[config.mk]
export PLATFORM = sky130hd
export DESIGN_NAME = ls_rs_queue
export DESIGN_NICKNAME = d
export VERILOG_FILES = /design/src/rtl/ls_rs_queue.sv
export SDC_FILE = /design/constraint.sdc
export NUM_CORES = 2
export LEC_CHECK = 0
export BUFFER_PORTS_ARGS = -buffer_cell sky130_fd_sc_hd__buf_2
export CORE_AREA = 2 2 363 365
export CTS_CLUSTER_DIAMETER = 100
export DETAILED_ROUTE_END_ITERATION = 8
export DIE_AREA = 0 0 365 367
export SETUP_SLACK_MARGIN = 0.1
export SYNTH_ARGS = -nofsm -noshare
export SYNTH_HDL_FRONTEND = slang
export SYNTH_SLANG_ARGS = --single-unit
[constraint.sdc]
create_clock -name clk -period 12.9 [get_ports clk]
set_input_delay 0.645 -clock clk [delete_from_list [all_inputs] [get_ports clk]]
set_output_delay 0.645 -clock clk [all_outputs]
set_load 0.005 [all_outputs]
[src/rtl/ls_rs_queue.sv]
// rtl/ls_rs_queue.sv - in-order load/store reservation station with CDB wakeup,
// enqueue-time forwarding and an empty-queue bypass into a registered issue port.
module ls_rs_queue #(
  parameter int DEPTH   = 8,
  parameter int DATA_W  = 32,
  parameter int TAG_W   = 4,
  parameter int OP_W    = 6,
  parameter int NUM_CDB = 2
) (
  input  logic                        clk,
  input  logic                        rst,
  input  logic                        rdy,
  input  logic                        flush_i,
  input  logic                        in_valid_i,
  output logic                        in_ready_o,
  input  logic [OP_W-1:0]             op_i,
  input  logic [DATA_W-1:0]           imm_i,
  input  logic [DATA_W-1:0]           r1_data_i,
  input  logic [DATA_W-1:0]           r2_data_i,
  input  logic [TAG_W-1:0]            r1_tag_i,
  input  logic [TAG_W-1:0]            r2_tag_i,
  input  logic [TAG_W-1:0]            tag_i,
  output logic                        out_valid_o,
  input  logic                        out_ready_i,
  output logic [OP_W-1:0]             out_op_o,
  output logic [DATA_W-1:0]           out_addr_o,
  output logic [DATA_W-1:0]           out_r2_data_o,
  output logic [TAG_W-1:0]            out_tag_o,
  input  logic [NUM_CDB-1:0]          cdb_en_i,
  input  logic [NUM_CDB*TAG_W-1:0]    cdb_tag_i,
  input  logic [NUM_CDB*DATA_W-1:0]   cdb_data_i,
  output logic [$clog2(DEPTH+1)-1:0]  count_o,
  output logic                        empty_o,
  output logic                        full_o
);
  localparam int IDX_W = $clog2(DEPTH);
  localparam int CNT_W = $clog2(DEPTH+1);

  logic [DEPTH-1:0]  valid_q, r1_rdy_q, r2_rdy_q;
  logic [OP_W-1:0]   op_q      [DEPTH];
  logic [TAG_W-1:0]  tag_q     [DEPTH];
  logic [TAG_W-1:0]  r1_tag_q  [DEPTH];
  logic [TAG_W-1:0]  r2_tag_q  [DEPTH];
  logic [DATA_W-1:0] addr_q    [DEPTH];
  logic [DATA_W-1:0] r2_data_q [DEPTH];
  logic [IDX_W-1:0]  head_q, tail_q;
  logic [CNT_W-1:0]  count_q;

  logic              out_valid_q;
  logic [OP_W-1:0]   out_op_q;
  logic [DATA_W-1:0] out_addr_q, out_r2_data_q;
  logic [TAG_W-1:0]  out_tag_q;

  // {hit, data}; the descending scan lets the lowest-index channel win on duplicate tags
  function automatic logic [DATA_W:0] cdb_match(input logic [TAG_W-1:0] t);
    logic [DATA_W:0] r;
    r = '0;
    for (int k = NUM_CDB-1; k >= 0; k--) begin
      if (cdb_en_i[k] && cdb_tag_i[k*TAG_W +: TAG_W] == t)
        r = {1'b1, cdb_data_i[k*DATA_W +: DATA_W]};
    end
    return r;
  endfunction

  logic [DATA_W:0]   f1, f2;
  logic              in_r1_rdy, in_r2_rdy;
  logic [DATA_W-1:0] in_r1_val, in_r2_val, in_addr;
  logic              enq_fire, can_load, head_rdy, issue, bypass, push;
  logic [DATA_W:0]   m1 [DEPTH];
  logic [DATA_W:0]   m2 [DEPTH];
  logic [DEPTH-1:0]  cap1, cap2;

  always_comb begin
    f1        = cdb_match(r1_tag_i);
    f2        = cdb_match(r2_tag_i);
    in_r1_rdy = (r1_tag_i == '0) || f1[DATA_W];
    in_r2_rdy = (r2_tag_i == '0) || f2[DATA_W];
    in_r1_val = (r1_tag_i == '0) ? r1_data_i : f1[DATA_W-1:0];
    in_r2_val = (r2_tag_i == '0) ? r2_data_i : f2[DATA_W-1:0];
    in_addr   = in_r1_rdy ? imm_i + in_r1_val : imm_i;

    enq_fire  = in_valid_i && in_ready_o && rdy;
    can_load  = !out_valid_q || out_ready_i;
    head_rdy  = valid_q[head_q] && r1_rdy_q[head_q] && r2_rdy_q[head_q];
    issue     = head_rdy && can_load;
    bypass    = enq_fire && (count_q == '0) && in_r1_rdy && in_r2_rdy && can_load;
    push      = enq_fire && !bypass;

    for (int i = 0; i < DEPTH; i++) begin
      m1[i]   = cdb_match(r1_tag_q[i]);
      m2[i]   = cdb_match(r2_tag_q[i]);
      cap1[i] = valid_q[i] && !r1_rdy_q[i] && m1[i][DATA_W];
      cap2[i] = valid_q[i] && !r2_rdy_q[i] && m2[i][DATA_W];
    end
  end

  always_ff @(posedge clk) begin
    if (rst || (rdy && flush_i)) begin
      valid_q     <= '0;
      r1_rdy_q    <= '0;
      r2_rdy_q    <= '0;
      head_q      <= '0;
      tail_q      <= '0;
      count_q     <= '0;
      out_valid_q <= 1'b0;
    end else if (rdy) begin
      for (int i = 0; i < DEPTH; i++) begin
        if (cap1[i]) r1_rdy_q[i] <= 1'b1;
        if (cap2[i]) r2_rdy_q[i] <= 1'b1;
      end
      if (issue) begin
        valid_q[head_q] <= 1'b0;
        head_q          <= head_q + 1'b1;
      end
      if (push) begin
        valid_q[tail_q]  <= 1'b1;
        r1_rdy_q[tail_q] <= in_r1_rdy;
        r2_rdy_q[tail_q] <= in_r2_rdy;
        tail_q           <= tail_q + 1'b1;
      end
      case ({push, issue})
        2'b10:   count_q <= count_q + 1'b1;
        2'b01:   count_q <= count_q - 1'b1;
        default: count_q <= count_q;
      endcase
      if (issue || bypass)
        out_valid_q <= 1'b1;
      else if (out_valid_q && out_ready_i)
        out_valid_q <= 1'b0;
    end
  end

  // Payload storage carries no reset; validity lives entirely in the control bits above
  always_ff @(posedge clk) begin
    if (rdy) begin
      for (int i = 0; i < DEPTH; i++) begin
        if (cap1[i]) addr_q[i]    <= addr_q[i] + m1[i][DATA_W-1:0];
        if (cap2[i]) r2_data_q[i] <= m2[i][DATA_W-1:0];
      end
      if (push) begin
        op_q[tail_q]      <= op_i;
        tag_q[tail_q]     <= tag_i;
        r1_tag_q[tail_q]  <= r1_tag_i;
        r2_tag_q[tail_q]  <= r2_tag_i;
        addr_q[tail_q]    <= in_addr;
        r2_data_q[tail_q] <= in_r2_val;
      end
      if (issue) begin
        out_op_q      <= op_q[head_q];
        out_addr_q    <= addr_q[head_q];
        out_r2_data_q <= r2_data_q[head_q];
        out_tag_q     <= tag_q[head_q];
      end else if (bypass) begin
        out_op_q      <= op_i;
        out_addr_q    <= in_addr;
        out_r2_data_q <= in_r2_val;
        out_tag_q     <= tag_i;
      end
    end
  end

  assign count_o       = count_q;
  assign empty_o       = (count_q == '0);
  assign full_o        = (count_q == CNT_W'(DEPTH));
  assign in_ready_o    = !full_o;
  assign out_valid_o   = out_valid_q;
  assign out_op_o      = out_op_q;
  assign out_addr_o    = out_addr_q;
  assign out_r2_data_o = out_r2_data_q;
  assign out_tag_o     = out_tag_q;

endmodule

==> reports/metrics.cfg <==
[outcome]
status=completed

[critical_path]
crit_end=addr_q[1][26]
r2r_start=r1_tag_q[1][1]
crit_arrival_ns=6.54
cp.required_ns=13.33
regToRegEndpoint=addr_q[1][30]
start_kind=input pin
reg2reg_depth=18
crit_fanout=31
reg2reg_slack_ns=7.04
critPathKind=in -> reg
crit_path_start=cdb_en_i[1]
endpoint_kind=flop

[clocking]
h-tree-depth=3
cts.sinks=768
ctsResizeCount=0
cts_tree=yes
cts-hold-fix-buffers=0
clock_path_buffers=3
cts_setup_buffers=0
clk_pin_slew_ns=0.06
root_buffer=clkbuf_16
clk_latency_ns=0.73
cts_buffers=93

[floorplan]
chipHeight_um=367
core_um2=130000
die_x_um=365
io_pins=276
fp.dieArea_um2=134000
start_util_pct=44.5
rows=133

[sta]
fin_hold_ws_ns=0.216
fmax_ghz=0.164
period_needed_ns=6.11
hold_viol=0
slew_viol_final=0
setup_viol=0
final.period_utilization_pct=47.3
rsz0062_at_grt=no
worst_slew_pin_slew_ns=1.29
fin_tns_setup_ns=0
max_slew_margin_pct=11.8
setup_ws_ns=6.79
finalClockSkew_ns=0.0440

[synthesis]
ys_warn_count=0
synth_cells=5880
synth_top_area_cell=edfxtp_1
synth_top_cell_area_share_pct=37.7
syn_avg_cell_area_um2=9.88
ys_ff_latch=768
synthMuxAreaShare_pct=16.3
synth_ff_type=edfxtp_1
synth-compound-area-share_pct=17.0
synthesis.area_um2=58100
synth_enable_flop_cells=730
syn_nets=6368
synth_top_family_by_area=compound AO/OA/AOI/OAI gates
synthArstFlopShare_pct=0
synthSimpleGateAreaFrac_pct=11.2
synthAdderAreaFrac_pct=6.46
synth.distinct_cells=84
ys_seq_area_share_pct=39.0
synth_xor_area_share_pct=6.03
yosys-top-cells-area=edfxtp_1, mux2i_1, ha_1

[layout]
layout.nets=6364
instances_no_fill=7706
final_util_pct=49.1
layout_commonest_cell=edfxtp_1
final_cell_mix=edfxtp_1, nand2_1, mux2i_1, nor2_1, a21oi_1
design_area_um2=64100
drive_above_1_share_pct=12.8
area_growth_pct=10.3

[routing]
antenna_left=0
vias=48400
drcViolationCount=0
wirelength_mm=201
vias_per_cell=6.28
dr.pass1.iters=6
wl_per_cell_um=26.1
drtIter0Drc=6151

[placed_design]
place_congestion=0.971
hpwl_mm=138
dp_cells=7536
dpl_cell_area_um2=61200
place_ws_ns=6.19
io_buffers=275

[hold_path]
hold_path.class=in -> reg
whs_path_depth=1

[power]
powerDensity_nw_per_um2=95.5
ir_drop_mv=0.0944
p_leak_nw=22.5
p_total_mw=6.12

[global_route]
grt_use_total_pct=29.2
grt_pass1_vias=46000
antenna_found_initial=4
grt_max_degree=82
grt_pass1_wl_mm=296
grt.overflow.total=0

[job]
max-cap-violations=0

## metal layers
metal	up-vias	routed length, um	global-route usage [%]
met2	2346	89600	45.6
met4	0	6230	9.29
met1	23800	87100	41.7
met3	338	18300	4.30
met5	-	0	0
li1	21900	-	-
## synthesized netlist by cell type (10+ instances only)
cell type  number
buf_2          46
a21boi_0       11
nor2b_1        50
o21bai_1       49
and3_1         15
o21ai_1        45
and2_1         12
o211ai_1       20
nor3_1         65
o21a_1         36
a22oi_1        63
nor4_1         32
or3_1          22
clkbuf_1      351
o21ai_0       332
xor2_1        200
nand3_1        61
nand4_1        18
ha_1          284
mux2i_1       606
o31ai_1       290
mux4_2        151
a31oi_1        37
buf_1          71
a211oi_1       71
dfxtp_1        38
inv_1          79
a21oi_1       413
edfxtp_1      730
xnor2_1       200
nor2_1        533
a21o_1        113
nand2b_1       28
fa_1           10
nand2_1       648
## worst min-delay path by stage
stage | slack, ns | startpoint | endpoint
6_report | 0.22 | op_i[2] | op_q[4][2]
2_1_floorplan | 0.43 | r2_rdy_q[4] | r2_rdy_q[4]
4_1_cts | 0.18 | op_i[2] | op_q[4][2]
5_1_grt | 0.22 | op_i[2] | op_q[4][2]
3_3_place_gp | 0.48 | r2_rdy_q[2] | r2_rdy_q[2]
3_5_place_dp | 0.49 | valid_q[7] | valid_q[7]
## kinds of logic (layout without fill, tap and decap cells)
kind of cell / after synthesis / in the layout
compound gates: 1567 / 1567
xor+xnor: 400 / 400
fa+ha+maj: 294 / 294
buf+inv: 572 / 641
flops: 768 / 768
mux: 759 / 759
other cells: 0 / 2
simple gates: 1520 / 1520
## state kept, by name (all words and copies together) (netlist names), named ones only
signal	flops
addr_q	256
r2_data_q	256
op_q	48
out_addr_o	32
out_r2_data_o	32
r1_tag_q	32
r2_tag_q	32
tag_q	32
r1_rdy_q	8
r2_rdy_q	8
valid_q	8
out_op_o	6
count_o	4
out_tag_o	4
head_q	3
tail_q	3
out_valid_o	1
## power by group
part | switching [mW] | leakage [nW] | internal, mW | total [mW]
Combinational | 0.522 | 14.1 | 0.259 | 0.781
Clock | 1.14 | 1.41 | 1.44 | 2.58
Sequential | 0.0163 | 6.99 | 2.75 | 2.76
Total | 1.68 | 22.5 | 4.44 | 6.12
## critical path, stage by stage
cell	delay, ns
buf_2	0.68
nand2_1	0.16
nor4_2	0.66
nor2b_2	0.27
buf_4	0.33
a22oi_1	0.14
o21ai_0	0.20
ha_1	0.23
inv_1	0.07
fa_1	0.42
nand2b_1	0.17
a21oi_1	0.20
o211a_1	0.28
o311ai_1	0.22
o21ai_0	0.27
a21oi_1	0.16
a31o_2	0.26
xnor2_1	0.12
mux2i_1	0.82
o21ai_0	0.20
## layout make-up
cell class	count	area (um2)
repair buffers	385	2210
clock inverters	44	362
fillers	12000	66400
well taps	1755	2200
flip-flops and latches	768	22700
diodes	2	5.00
inverters	88	350
clock buffers	124	2520
multi-input cells	4540	33800
No activity file was read; power rests on OpenSTA's default activity.
